### config.mk
export PLATFORM = sky130hd
export DESIGN_NAME = mips_control_unit
export DESIGN_NICKNAME = d
export VERILOG_FILES = /design/src/rtl/mips_ctrl_pkg.sv /design/src/rtl/alu_decoder.sv /design/src/rtl/mips_control_unit.sv
export SDC_FILE = /design/constraint.sdc
export NUM_CORES = 1
export LEC_CHECK = 0
export ABC_AREA = 1
export ABC_CLOCK_PERIOD_IN_PS = 900
export CAP_MARGIN = 40
export CORE_MARGIN = 2
export CORE_UTILIZATION = 35
export CTS_BUF_LIST = sky130_fd_sc_hd__clkbuf_4
export CTS_CLUSTER_SIZE = 20
export DETAILED_ROUTE_END_ITERATION = 10
export GPL_TIMING_DRIVEN = 1
export PLACE_DENSITY = 0.69
export SYNTH_ARGS = -nofsm -noshare
export SYNTH_HDL_FRONTEND = slang
export SYNTH_SLANG_ARGS = --single-unit
### constraint.sdc
create_clock -name clk -period 0.9 [get_ports clk]
set_clock_uncertainty 0.15 [all_clocks]
set_input_delay 0.135 -clock clk [delete_from_list [all_inputs] [get_ports clk]]
set_output_delay 0.135 -clock clk [all_outputs]
set_load 0.01 [all_outputs]
### src/rtl/mips_ctrl_pkg.sv
// rtl/mips_ctrl_pkg.sv - opcode, funct and ALU control constants for mips_control_unit
package mips_ctrl_pkg;

    localparam logic [5:0] OP_RTYPE = 6'b000000;
    localparam logic [5:0] OP_LW    = 6'b100011;
    localparam logic [5:0] OP_SW    = 6'b101011;
    localparam logic [5:0] OP_BEQ   = 6'b000100;
    localparam logic [5:0] OP_ADDI  = 6'b001000;
    localparam logic [5:0] OP_J     = 6'b000010;

    localparam logic [5:0] FUNCT_ADD = 6'b100000;
    localparam logic [5:0] FUNCT_SUB = 6'b100010;
    localparam logic [5:0] FUNCT_AND = 6'b100100;
    localparam logic [5:0] FUNCT_OR  = 6'b100101;
    localparam logic [5:0] FUNCT_SLT = 6'b101010;

    localparam logic [2:0] ALU_AND = 3'b000;
    localparam logic [2:0] ALU_OR  = 3'b001;
    localparam logic [2:0] ALU_ADD = 3'b010;
    localparam logic [2:0] ALU_SUB = 3'b110;
    localparam logic [2:0] ALU_SLT = 3'b111;

    typedef enum logic [1:0] {
        ALUOP_ADD   = 2'b00,
        ALUOP_SUB   = 2'b01,
        ALUOP_FUNCT = 2'b10,
        ALUOP_RSVD  = 2'b11
    } alu_op_t;

endpackage

### src/rtl/alu_decoder.sv
// rtl/alu_decoder.sv - combinational ALUOp/Funct to ALUControl decoder
//   alu_op        in  2  ALUOp from the main decoder
//   funct         in  6  instruction function field (only read when alu_op selects it)
//   alu_control   out 3  ALU operation code
//   funct_illegal out 1  alu_op selects Funct but Funct is not supported
module alu_decoder
    import mips_ctrl_pkg::*;
(
    input  alu_op_t    alu_op,
    input  logic [5:0] funct,
    output logic [2:0] alu_control,
    output logic       funct_illegal
);

    // Funct is only inspected inside the ALUOP_FUNCT branch so an unknown
    // Funct on lw/sw/beq cannot reach either output.
    always_comb begin
        alu_control   = ALU_AND;
        funct_illegal = 1'b0;
        case (alu_op)
            ALUOP_ADD: alu_control = ALU_ADD;
            ALUOP_SUB: alu_control = ALU_SUB;
            ALUOP_FUNCT: begin
                case (funct)
                    FUNCT_ADD: alu_control = ALU_ADD;
                    FUNCT_SUB: alu_control = ALU_SUB;
                    FUNCT_AND: alu_control = ALU_AND;
                    FUNCT_OR:  alu_control = ALU_OR;
                    FUNCT_SLT: alu_control = ALU_SLT;
                    default:   funct_illegal = 1'b1;
                endcase
            end
            default: alu_control = ALU_AND;
        endcase
    end

endmodule

### src/rtl/mips_control_unit.sv
// rtl/mips_control_unit.sv - registered main control decoder for the single-issue MIPS datapath
//   clk, rst_n           clock, asynchronous active-low reset
//   en                   capture enable; 0 holds every output
//   Op, Funct            instruction opcode and function field
//   RegDst..Jump         registered datapath control bits
//   ALUControl           registered 3-bit ALU operation
//   Illegal              registered unsupported-instruction flag
// Optional feature macro: CTRL_UNIT_IMM_JUMP_EN (adds addi and j decode)
module mips_control_unit
    import mips_ctrl_pkg::*;
(
    input  logic       clk,
    input  logic       rst_n,
    input  logic       en,
    input  logic [5:0] Op,
    input  logic [5:0] Funct,
    output logic       RegDst,
    output logic       ALUSrc,
    output logic       MemtoReg,
    output logic       RegWrite,
    output logic       MemWrite,
    output logic       Branch,
    output logic       Jump,
    output logic [2:0] ALUControl,
    output logic       Illegal
);

    logic       reg_dst_d, alu_src_d, mem_to_reg_d, reg_write_d;
    logic       mem_write_d, branch_d, jump_d, op_illegal, is_rtype;
    alu_op_t    alu_op;
    logic [2:0] alu_control_raw;
    logic       funct_illegal;
    logic       illegal_d;

    always_comb begin
        reg_dst_d    = 1'b0;
        alu_src_d    = 1'b0;
        mem_to_reg_d = 1'b0;
        reg_write_d  = 1'b0;
        mem_write_d  = 1'b0;
        branch_d     = 1'b0;
        jump_d       = 1'b0;
        op_illegal   = 1'b0;
        is_rtype     = 1'b0;
        alu_op       = ALUOP_ADD;
        case (Op)
            OP_RTYPE: begin
                is_rtype    = 1'b1;
                reg_dst_d   = 1'b1;
                reg_write_d = 1'b1;
                alu_op      = ALUOP_FUNCT;
            end
            OP_LW: begin
                alu_src_d    = 1'b1;
                mem_to_reg_d = 1'b1;
                reg_write_d  = 1'b1;
            end
            OP_SW: begin
                alu_src_d   = 1'b1;
                mem_write_d = 1'b1;
            end
            OP_BEQ: begin
                branch_d = 1'b1;
                alu_op   = ALUOP_SUB;
            end
`ifdef CTRL_UNIT_IMM_JUMP_EN
            OP_ADDI: begin
                alu_src_d   = 1'b1;
                reg_write_d = 1'b1;
            end
            OP_J: begin
                jump_d = 1'b1;
            end
`endif
            default: op_illegal = 1'b1;
        endcase
    end

    alu_decoder u_alu_decoder (
        .alu_op        (alu_op),
        .funct         (Funct),
        .alu_control   (alu_control_raw),
        .funct_illegal (funct_illegal)
    );

    // is_rtype gates funct_illegal so Funct only matters for R-type.
    assign illegal_d = op_illegal | (is_rtype & funct_illegal);

    // An illegal instruction clears every control bit, write enables included.
    // Jump reports ALUControl 000 even though its ALUOp default decodes to add.
    always_ff @(posedge clk or negedge rst_n) begin
        if (!rst_n) begin
            RegDst     <= 1'b0;
            ALUSrc     <= 1'b0;
            MemtoReg   <= 1'b0;
            RegWrite   <= 1'b0;
            MemWrite   <= 1'b0;
            Branch     <= 1'b0;
            Jump       <= 1'b0;
            ALUControl <= 3'b000;
            Illegal    <= 1'b0;
        end else if (en) begin
            RegDst     <= reg_dst_d    & ~illegal_d;
            ALUSrc     <= alu_src_d    & ~illegal_d;
            MemtoReg   <= mem_to_reg_d & ~illegal_d;
            RegWrite   <= reg_write_d  & ~illegal_d;
            MemWrite   <= mem_write_d  & ~illegal_d;
            Branch     <= branch_d     & ~illegal_d;
            Jump       <= jump_d       & ~illegal_d;
            ALUControl <= (illegal_d || jump_d) ? 3'b000 : alu_control_raw;
            Illegal    <= illegal_d;
        end
    end

endmodule

==> flow_summary.ini <==
[critical_path]
critPathRequiredTime_ps = 610
worstPathCellList = buf_2
cp.arrival_ps = 800
crit_family = flip-flops
crit_slowest_cell = dfrtp_1
worst-path-max-fanout = 2
crit_buf_inv = 1
startpoint_type = flip-flop
critical-path-max-stage-delay_ps = 390
r2r_setup_slack_ps = 10
path_class = flip-flop to primary output
end_kind = primary output

[place]
globalplace.congestion = 0.827
place_area_um2 = 891
port_buffers = 24
dp.final_hpwl_mm = 1.05

[synth]
syn_area_per_cell_um2 = 7.54
yosysWarningCount = 0
synth_area_leaders = dfrtp_1 (44%), nand2_1 (16%), nand3_1 (7.0%)
synth_area_leader_cell = dfrtp_1
seq_area_frac_synth_pct = 43.7
synth_area_um2 = 573
yosysTopAreaCellShare_pct = 43.7
ys_ff_latch = 10
synth.distinct_cells = 16
syn_nets = 91
syn_inst = 76

[global_route]
grt_max_degree = 13
grt_remaining_overflow = 0
grt_pass1_wl_mm = 2.48
antenna_found_initial = 0
grt_util_all_layers_pct = 17.0
grt_pass1_vias = 610

[sta]
fin_tns_setup_ps = -1600
fmax_mhz = 926
final_hold_viol_count = 0
fin_ws_ps = -180
finalWorstPathRequiredPeriod_ps = 1080
slew_violations = 0
rsz0062_at_grt = yes
finalCritPeriodShare_pct = 120
setup_violations = 10

[layout]
nNetsFinal = 129
nFillCells = 152
layout_commonest_cell = nand2_1
antenna_cells = 0
final_cell_mix = nand2_1 (20), buf_2 (15), dfrtp_1 (10), buf_4 (10)
design_area_um2 = 928
syn_to_final_growth_pct = 62.0
layout-drive-gt1-share_pct = 54.0

[drt]
wl_met3_um = 59
dr.max_layer_used = met4
drt-pass1-iter-count = 4
ant_nets = 0
first_iter_violations = 11
wl_met1_um = 623
wl_met2_um = 683
post_drt_wl_per_cell_um = 10.9
remaining_drc_errors = 0
vias_per_cell = 4.80
num_vias = 619
routed_wl_mm = 1.41

[cts]
clk_pin_slew_worst_paths_ps = 70
clock-sinks = 10
hold_buffers = 0
cts_buffers = 3
clk_latency_ps = 260
cts.htree.levels = 1
cts_tree = built
root_buffer = clkbuf_4
cts_buffer_depth = 2

[die]
core_mm2 = 0.00152
die-area_mm2 = 0.00198
initial_utilization_pct = 37.6
die_w_um = 44.5
io_pins = 26
rows = 14
die_y_um = 44.5

[power]
powerDensity_mw_per_mm2 = 1070
p_comb_share_pct = 21.0
clockPowerShare_pct = 32.3
ir_drop_uv = 530
p_sw_uw = 282
leakage_nw = 0.508
p_int_uw = 708
power.share.switching_pct = 28.5
seq_power_share_pct = 46.6

[outcome]
violations = setup timing
outcome = finished with violations

[run]
max_cap_viol_count = 0

[hold_path]
holdCritPathClass = input pin to async pin
[final cells by class]
| type | instances | area, um^2 | share of cell area, % |
|---|---|---|---|
| clock buffers | 3 | 22.5 | 2.43 |
| clock inverters | 1 | 3.75 | 0.404 |
| inverters | 9 | 36.3 | 3.91 |
| multi-input cells | 54 | 355 | 38.3 |
| flip-flops and latches | 10 | 250 | 27.0 |
| well taps | 16 | 20.0 | 2.16 |
| repair buffers | 36 | 240 | 25.9 |
[flip-flops by register name, summed over array words and instances (netlist names)]
register    flops
ALUControl      3
ALUSrc          1
Branch          1
Illegal         1
MemWrite        1
MemtoReg        1
RegDst          1
RegWrite        1
[cells in the mapped netlist]
library cell / instances
nand2_1: 25
inv_1: 8
nor2_1: 3
clkinv_2: 1
nand3_2: 2
nor2_4: 1
o31ai_1: 1
o21ai_0: 2
nor2_2: 4
buf_4: 3
dfrtp_1: 10
nand3_1: 8
a21oi_1: 1
nand4_1: 5
conb_1: 1
nand2_2: 1
[power groups by stage]
stage,Sequential (mW),Clock [mW],Combinational (mW)
floorplan,0.476,0,0.0679
global route,0.462,0.342,0.231
detailed placement,0.471,0,0.201
CTS,0.462,0.322,0.196
finish,0.462,0.320,0.208
global placement,0.471,0,0.198
[cell families after synthesis]
group	after synthesis	synth area share, %
buffers and inverters	12	10.0
AOI/OAI and AO/OA	4	3.93
DFF	10	43.7
other	1	0.654
and+or+nand+nor	49	41.7
[worst reg2reg max path, cell delays in order (launching register included)]
cell and delay [ps]:
dfrtp_1 370, buf_4 130, nand2_2 60, o31ai_2 60
[per-layer routing]
metal  up-vias  global-route usage, %
met5         -                      0
met4         0                   9.09
met3         6                   1.22
met2        20                   29.6
met1       276                   20.5
li1        317                      -
[through the flow]
step	worst slack [ps]	hold slack, ps	power, mW	cells	util (%)
after CTS	-174	43.5	0.980	127	59.8
after global placement	-506	316	0.669	122	58.5
after global routing	-199	46.0	1.04	129	60.9
final	-180	37.9	0.990	129	60.9
after detailed placement	-551	322	0.672	122	58.5
after floorplan	20.1	-311	0.544	76	-
[worst paths after layout]
path	start	to	cells after the start
worst max-delay path	RegDst	RegDst	1
worst min-delay path	rst_n	Illegal	2
worst max register to register	Branch	Branch	3
worst min register to register	ALUControl[0]	ALUControl[0]	2
max in group asynchronous	rst_n	MemWrite	2
min in group clk	Op[3]	MemtoReg	4
[what timing repair did]
| action | CTS | global route |
|---|---|---|
| resized for setup | 77 | 31 |
| pin swaps | 17 | 15 |
| setup buffers | 4 | 4 |
| setup endpoints to repair | 20 | 17 |
Note: power is estimated with default switching activity, not from simulation.
